[src/rtl/gf180mcu_osu_sc_clkmon_pkg.sv]
// Shared types and constants for the clock-period monitor.
// Holds the FSM state encoding and the default counter width.
package gf180mcu_osu_sc_clkmon_pkg;

    localparam int CLKMON_CW_DEFAULT = 8;
    localparam int SYNC_STAGES       = 3;

    typedef enum logic [1:0] {
        ST_IDLE  = 2'd0,
        ST_ACQ   = 2'd1,
        ST_MEAS  = 2'd2,
        ST_FAULT = 2'd3
    } clkmon_state_e;

endpackage

[src/rtl/gf180mcu_osu_sc_gp12t3v3__sync2.sv]
// Two-flop synchronizer plus a history flop for the monitored clock.
// Produces a single-cycle rising-edge strobe in the reference domain.
module gf180mcu_osu_sc_gp12t3v3__sync2
    import gf180mcu_osu_sc_clkmon_pkg::*;
(
    input  logic clk,
    input  logic srst,
    input  logic a,
    output logic re
);

    logic [SYNC_STAGES-1:0] stage_reg;
    logic [SYNC_STAGES-1:0] stage_next;

    // Stage 0 captures the raw input; each later stage shifts the previous one.
    assign stage_next = {stage_reg[SYNC_STAGES-2:0], a};

    always_ff @(posedge clk) begin
        if (srst) begin
            stage_reg <= '0;
        end else begin
            stage_reg <= stage_next;
        end
    end

    assign re = stage_reg[1] & ~stage_reg[2];

endmodule

[src/rtl/gf180mcu_osu_sc_gp12t3v3__clkmon.sv]
// Clock-period monitor: measures the period of A in CLK cycles and raises
// sticky FAST/SLOW/STUCK flags against the LO/HI window.
module gf180mcu_osu_sc_gp12t3v3__clkmon
    import gf180mcu_osu_sc_clkmon_pkg::*;
#(
    parameter int CW = CLKMON_CW_DEFAULT
) (
    input  logic          CLK,
    input  logic          RST,
    input  logic          A,
    input  logic          EN,
    input  logic [CW-1:0] LO,
    input  logic [CW-1:0] HI,
    output logic [CW-1:0] PER,
    output logic          VLD,
    output logic          FAST,
    output logic          SLOW,
    output logic          STUCK,
    output logic          OK
);

    localparam logic [CW-1:0] CNT_MAX = {CW{1'b1}};
    localparam logic [CW-1:0] CNT_ONE = CW'(1);

    logic          re;
    clkmon_state_e state_reg, state_next;
    logic [CW-1:0] cnt_reg, cnt_next;
    logic [CW-1:0] per_reg, per_next;
    logic          vld_reg, vld_next;
    logic          fast_reg, fast_next;
    logic          slow_reg, slow_next;
    logic          stuck_reg, stuck_next;
    logic          seen_reg, seen_next;

    gf180mcu_osu_sc_gp12t3v3__sync2 u_sync (
        .clk  (CLK),
        .srst (RST),
        .a    (A),
        .re   (re)
    );

    always_ff @(posedge CLK) begin
        if (RST) begin
            state_reg <= ST_IDLE;
            cnt_reg   <= '0;
            per_reg   <= '0;
            vld_reg   <= 1'b0;
            fast_reg  <= 1'b0;
            slow_reg  <= 1'b0;
            stuck_reg <= 1'b0;
            seen_reg  <= 1'b0;
        end else begin
            state_reg <= state_next;
            cnt_reg   <= cnt_next;
            per_reg   <= per_next;
            vld_reg   <= vld_next;
            fast_reg  <= fast_next;
            slow_reg  <= slow_next;
            stuck_reg <= stuck_next;
            seen_reg  <= seen_next;
        end
    end

    always_comb begin
        state_next = state_reg;
        cnt_next   = cnt_reg;
        per_next   = per_reg;
        vld_next   = 1'b0;
        fast_next  = fast_reg;
        slow_next  = slow_reg;
        stuck_next = stuck_reg;
        seen_next  = seen_reg;
        case (state_reg)
            ST_IDLE: begin
                cnt_next = '0;
                if (EN) begin
                    // Starting a fresh acquisition wipes the previous verdict.
                    state_next = ST_ACQ;
                    fast_next  = 1'b0;
                    slow_next  = 1'b0;
                    stuck_next = 1'b0;
                    seen_next  = 1'b0;
                end
            end
            ST_ACQ: begin
                if (!EN) begin
                    state_next = ST_IDLE;
                end else if (re) begin
                    cnt_next   = CNT_ONE;
                    state_next = ST_MEAS;
                end
            end
            ST_MEAS: begin
                if (!EN) begin
                    state_next = ST_IDLE;
                end else if (re) begin
                    // An edge on the saturated count still counts as a valid period.
                    per_next  = cnt_reg;
                    vld_next  = 1'b1;
                    cnt_next  = CNT_ONE;
                    seen_next = 1'b1;
                    if (cnt_reg < LO) fast_next = 1'b1;
                    if (cnt_reg > HI) slow_next = 1'b1;
                end else if (cnt_reg == CNT_MAX) begin
                    stuck_next = 1'b1;
                    state_next = ST_FAULT;
                end else begin
                    cnt_next = cnt_reg + CNT_ONE;
                end
            end
            ST_FAULT: begin
                if (!EN) state_next = ST_IDLE;
            end
            default: state_next = ST_IDLE;
        endcase
    end

    assign PER   = per_reg;
    assign VLD   = vld_reg;
    assign FAST  = fast_reg;
    assign SLOW  = slow_reg;
    assign STUCK = stuck_reg;
    assign OK    = (state_reg == ST_MEAS) & seen_reg & ~fast_reg & ~slow_reg & ~stuck_reg;

endmodule

[config.mk]
export PLATFORM = sky130hd
export DESIGN_NAME = gf180mcu_osu_sc_gp12t3v3__clkmon
export DESIGN_NICKNAME = d
export VERILOG_FILES = /design/src/rtl/gf180mcu_osu_sc_clkmon_pkg.sv /design/src/rtl/gf180mcu_osu_sc_gp12t3v3__sync2.sv /design/src/rtl/gf180mcu_osu_sc_gp12t3v3__clkmon.sv
export SDC_FILE = /design/constraint.sdc
export NUM_CORES = 1
export LEC_CHECK = 0
export ABC_AREA = 1
export CORE_AREA = 2 2 79 81
export DETAILED_ROUTE_END_ITERATION = 8
export DIE_AREA = 0 0 81 83
export SLEW_MARGIN = 20
export SYNTH_ARGS = -nofsm -noshare
export SYNTH_HDL_FRONTEND = slang
export SYNTH_SLANG_ARGS = --single-unit
[constraint.sdc]
create_clock -name CLK -period 1.7 [get_ports CLK]
set_input_delay 0.17 -clock CLK [delete_from_list [all_inputs] [get_ports CLK]]
set_output_delay 0.17 -clock CLK [all_outputs]
set_load 0.02 [all_outputs]
[Word-level counts from Yosys, hierarchy flattened]
Cells that the tools add are included.
Cells by class
  multipliers: 0
  divide/modulo/power cells: 0
  bitwise gates (word level): 11
  reduce and logical (&&, ||, !) cells: 11
  equal/unequal tests: 18
  multiplexer cells: 31
  shift-type cells: 0
  magnitude comparators: 2
  add/sub/neg operators: 1
Operators by type and width (count)
  2-to-1 mux 8 bit: 5
  AND reduction 5 bit: 5
  case mux 8 bit (3 select lines): 1
  != test 2 bit, second input constant: 10
  2-to-1 mux 2 bit: 7
  2-to-1 mux 1 bit: 13
  != test 3 bit, second input constant: 4
  adder 8 x 1 -> 8 bit, second input constant: 1
  == test 8 bit, second input constant: 1
  greater-than comparator 8 bit: 1
  < comparator 8 bit: 1
  case mux 1 bit (2 select lines): 4
  case mux 2 bit (4 select lines): 1
  inverter 1 bit: 6
  bitwise AND 1 bit: 5
  == test 2 bit, second input constant: 2
  AND reduction 4 bit: 1
  AND reduction 3 bit: 1
  nonzero test 3 bit: 1
  OR reduction 3 bit: 1
  == test 2 x 1 -> 1 bit, second input constant: 1
  zero test 2 bit: 1
  nonzero test 2 bit: 1
Storage, ports and cells
  bits in read-only memories: 0
  logic and storage cells: 83
  bits of input ports: 20
  bits in latches: 0
  output and inout port bits: 13
  memories: 0
  bits in writable memories: 0
  flip-flop bits (word level): 26

[Depth between registers and ports, before layout]
  depth after elaboration: 5
  mapped depth: 12
  mapped depth without buffers: 11

[Cells and area by module]
A second synthesis with hierarchy kept.
Unflattened totals
  cell total of the unflattened synthesis: 240
  area total of the unflattened synthesis: 1719.1 um^2
Modules (own cells, without submodules)
  gf180mcu_osu_sc_gp12t3v3__clkmon: cells each 230, times used 1, seq. area each 460.4 um^2, area an instance 1632.8 um^2
  gf180mcu_osu_sc_gp12t3v3__sync2: cells each 10, times used 1, seq. area each 60.1 um^2, area an instance 86.3 um^2

[Least setup slack after synthesis]
No wires, ideal clock.
  kind: register to register
  start: register state_reg[0]
  end: register cnt_reg[3]
  required time: 1.585 ns
  path buffers: 2
  library setup time: 0.115 ns
  arrival time: 1.420 ns
  slack: 0.165 ns
  period minus slack after synthesis: 1.535 ns
  cell stages (with the launch flop): 13
  cell sequence: dfxtp_1 -> inv_1 -> ha_1 -> buf_4 -> nand2_4 -> nand2_2 -> a21oi_4 -> nand2_2 -> buf_6 -> nor2_2 -> nand2_1 -> nand2_1 -> nor2_1
Between the ends
  word-level cells in the longest chain between the ends: 3
  elaborated cells on any way between the ends: 10
  those cells by class: eq/ne: 6; mux: 1; reduce/logical: 3
RTL lines
  start, declared: RTL line gf180mcu_osu_sc_gp12t3v3__clkmon.sv:26  | clkmon_state_e state_reg, state_next;
  start signal, assigned: RTL line gf180mcu_osu_sc_gp12t3v3__clkmon.sv:53  | state_reg <= state_next;
  == test 2 bit (tied with other cells): RTL line gf180mcu_osu_sc_gp12t3v3__clkmon.sv:73  | case (state_reg)
  != test 3 bit (no line) (tied with other cells)
  AND reduction 5 bit (no line)
  end signal, assigned: RTL line gf180mcu_osu_sc_gp12t3v3__clkmon.sv:54  | cnt_reg <= cnt_next;
  end, declared: RTL line gf180mcu_osu_sc_gp12t3v3__clkmon.sv:27  | logic [CW-1:0] cnt_reg, cnt_next;
Several ways; a longest one is shown, not always the timed one.
A chain may end at the register's enable or synchronous reset.

[Worst setup path after layout]
  start: register state_reg[0]
  end: register cnt_reg[1]
The elaborated chain is that of the path after synthesis.

==> impl_metrics.csv <==
group,metric,value,unit
setup_path,cp-start-kind,"flip-flop",
setup_path,r2r_start,"state_reg[0]",
setup_path,reg2reg_slack,0.12,ns
placed_design,dpl_cell_area,2220,um2
floorplan,die_w,81,um
sta,setup_viol,0,
floorplan,fp.coreArea,5820,um2
setup_path,cp_top_family,"simple AND/OR/NAND/NOR gates",
yosys,synth_compound_area_share,14.1,%
placed_design,place_congestion,0.841,
setup_path,crit_start,"state_reg[0]",
sta,fin_worst_skew,0.00692,ns
detailed_routing,drt_iter0_markers,86,
grt,grt_pass1_vias,1549,
clock_tree,worstSkewPairLatency,0.27,ns
setup_path,critPathMaxFanout,7,
finish,final_cell_area,2320,um2
status,status,"finished, final reports clean",
power_and_ir_drop,power.leakage,1.07,nW
grt,grt_util_met3,2.61,%
setup_path,cp-end-kind,"flip-flop",
grt,grtUsageMet2,22.8,%
yosys,syn_inst,247,
yosys,syn_nets,287,
finish,fin_util,39.9,%
detailed_routing,vias,1623,
setup_path,arrival,1.79,ns
detailed_routing,first_pass_iters,4,
min_path,hold_start,"A",
clock_tree,cts_buffers,3,
detailed_routing,viasPerCell,4.40,
finish,seq_area,522,um2
detailed_routing,wl_per_cell,10.5,um
yosys,synthesis.area,1730,um2
clock_tree,cts.sinks,26,
power_and_ir_drop,vdd_drop_max,0.666,mV
sta,hold_viol,0,
yosys,yosysSeqAreaShare,30.1,%
clock_tree,cts_tree,"built",
placed_design,dp_hpwl,3.15,mm
finish,n_fill_cell,628,
floorplan,rows,28,
grt,grt-busiest-layer,"met2",
grt,antenna_found_initial,0,
yosys,synth.distinct_cells,29,
placed_design,portBuffers,32,
floorplan,io_pins,33,
sta,finalHoldWorstSlack,0.402,ns
grt,gr-total-overflow,0,
finish,num-nets-final,335,
floorplan,fp.dieArea,6720,um2
grt,grt_pass1_wl,6.68,mm
setup_path,crit_chain,"inv_1, ha_2, buf_6, inv_2, nor2_4, nand3_2, buf_4, nand3_1, nand2_1, nor3_2",
yosys,synth_top_family_by_area,"simple AND/OR/NAND/NOR gates",
grt,grt_max_degree,18,
finish,drive_gt1_share,16.0,%
sta,slew_headroom,66.7,%
sta,rsz0062_at_grt,"no",
sta,clock.fmax,632,MHz
setup_path,slowest_stage,"dfxtp_1",
clock_tree,postCtsHoldBufs,0,
setup_path,critPathKind,"flip-flop to flip-flop",
setup_path,crit_path_end,"cnt_reg[1]",
finish,n_antenna_cell,0,
yosys,ys_ff_latch,26,
setup_path,worst-path-buf-inv,4,
setup_path,r2r_cells,10,
clock_tree,clockBufferDepth,2,
detailed_routing,postRouteAntennaNets,0,
detailed_routing,drt-total-wl,3.87,mm
sta,post-route-period-util,93.1,%
yosys,synth-adder-area-share,14.5,%
clock_tree,clkSlewWorstSetupHoldPaths,0.09,ns
min_path,hold_class,"primary input to flip-flop",
yosys,avgSynthCellArea,7.01,um2
yosys,synth_xor_area_share,0.506,%
setup_path,r2r_end,"cnt_reg[1]",
power_and_ir_drop,powerDensity,938,nW/um2
finish,multiInputGateArea,1020,um2
detailed_routing,drc,0,
yosys,yosysWarnings,0,
sta,finalSetupTns,0,ns
floorplan,die_h,83,um
setup_path,crit_cells,10,
clock_tree,htreeDepth,1,
sta,min_period,1.58,ns
grt,grt_usage,12.3,%
sta,report.final.slew_viol_count,0,
yosys,synthSimpleGateAreaFrac,28.6,%
yosys,yosys-mux-area-fraction,0,%
grt,use_met1,14.9,%
setup_path,max_stage_delay,0.32,ns
setup_path,cp_data_required_time,1.90,ns
finish,area_growth,34.1,%
power_and_ir_drop,power,0.00218,W
flow_run,maxCapViolations,0,
floorplan,start_util,29.8,%
clock_tree,root_buffer,"clkbuf_8",
sta,worst_pin_slew,0.495,ns
worst reg2reg max path: stages, from the launching register on:
cell and delay, ns:
dfxtp_1 0.32, inv_1 0.07, ha_2 0.19, buf_6 0.13, inv_2 0.05, nor2_4 0.12
nand3_2 0.10, buf_4 0.16, nand3_1 0.08, nand2_1 0.12, nor3_2 0.17
worst min-delay path by stage:
stage | endpoint | slack [ns] | depth (start not counted)
final | u_sync.stage_reg[0] | 0.40 | 3
after global routing | u_sync.stage_reg[0] | 0.40 | 3
after CTS | u_sync.stage_reg[0] | 0.40 | 3
after detailed placement | u_sync.stage_reg[1] | 0.39 | 2
after global placement | u_sync.stage_reg[1] | 0.39 | 2
after floorplan | cnt_reg[2] | 0.24 | 1
cells in the mapped netlist (all sizes together):
| cell | count | share of area [%] |
|---|---|---|
| nand2 | 52 | 12 |
| inv | 45 | 9.9 |
| nor2 | 40 | 10 |
| dfxtp | 26 | 30 |
| a21oi | 20 | 6.7 |
| ha | 20 | 14 |
| o21ai | 13 | 4.0 |
| nand3 | 10 | 3.8 |
| buf | 4 | 2.2 |
| nor3 | 4 | 1.4 |
| o21a | 4 | 1.7 |
| nand4 | 3 | 1.1 |
| o21bai | 3 | 1.3 |
| clkbuf | 1 | 0.22 |
| o31ai | 1 | 0.43 |
| xnor2 | 1 | 0.51 |
metrics by stage:
step                worst slack [ns]  instances
detailed placement           -0.0401        363
CTS                           0.0620        367
finish                         0.117        369
global route                  0.0116        369
global placement            -0.00173        363
floorplan                      0.165        247
where the power goes:
group / internal [W] / leakage, nW / switching (W)
combinational: 0.000469 / 0.833 / 0.000589
sequential: 0.000673 / 0.211 / 0.0000409
clock: 0.000207 / 0.0288 / 0.000197
cells in the final DEF (no fill, tap or decap):
master and instances:
o21a_1 4, xnor2_1 1, inv_4 1, nor2_2 4
nor3_1 3, nand2_2 2, nand3_1 6, clkbuf_8 4
o31ai_1 1, o21ai_1 3, nor2_1 34, nand2_1 47
ha_1 19, buf_4 14, dfxtp_1 25, nand4_1 3
a21oi_1 18, a21oi_2 1, nand3_2 4, buf_12 1
o21ai_2 1, nor2_4 2, buf_6 1, a21oi_4 1
nor3_2 1, inv_1 39, o21ai_0 9, o21bai_1 3
clkdlybuf4s50_1 31, ha_2 1, clkdlybuf4s15_1 1, inv_2 4
dfxtp_2 1, clkinvlp_4 1, nand2_4 3
layer usage:
| metal | wire [um] | vias up | share of wire [%] |
|---|---|---|---|
| met3 | 130 | 0 | 3.4 |
| met2 | 2040 | 29 | 53 |
| met4 | 0 | 0 | 0 |
| met1 | 1690 | 727 | 44 |
| li1 | - | 867 | - |
| met5 | 0 | - | 0 |
timing repair:
item                       in CTS  in global routing
pin swaps                       0                  4
setup buffers                   0                  2
resized for setup               1                 12
cloned                          0                  0
setup endpoints to repair       1                 14
cell families (layout without fill, tap and decap cells):
kind of cell             count (synthesis)  after routing
AND/OR/NAND/NOR                        109            109
buffers and inverters                   50             97
AO/OA/AOI/OAI                           41             41
flip-flops                              26             26
adder cells (fa/ha/maj)                 20             20
XOR/XNOR                                 1              1
cell type report:
| cell class | count | area share, % |
|---|---|---|
| clock buffer | 4 | 2.37 |
| inverter | 45 | 7.55 |
| multi-input combinational | 171 | 43.9 |
| sequential | 26 | 22.5 |
| tap | 75 | 4.05 |
| timing repair buffer | 48 | 19.7 |
(Power assumes the default switching activity.)
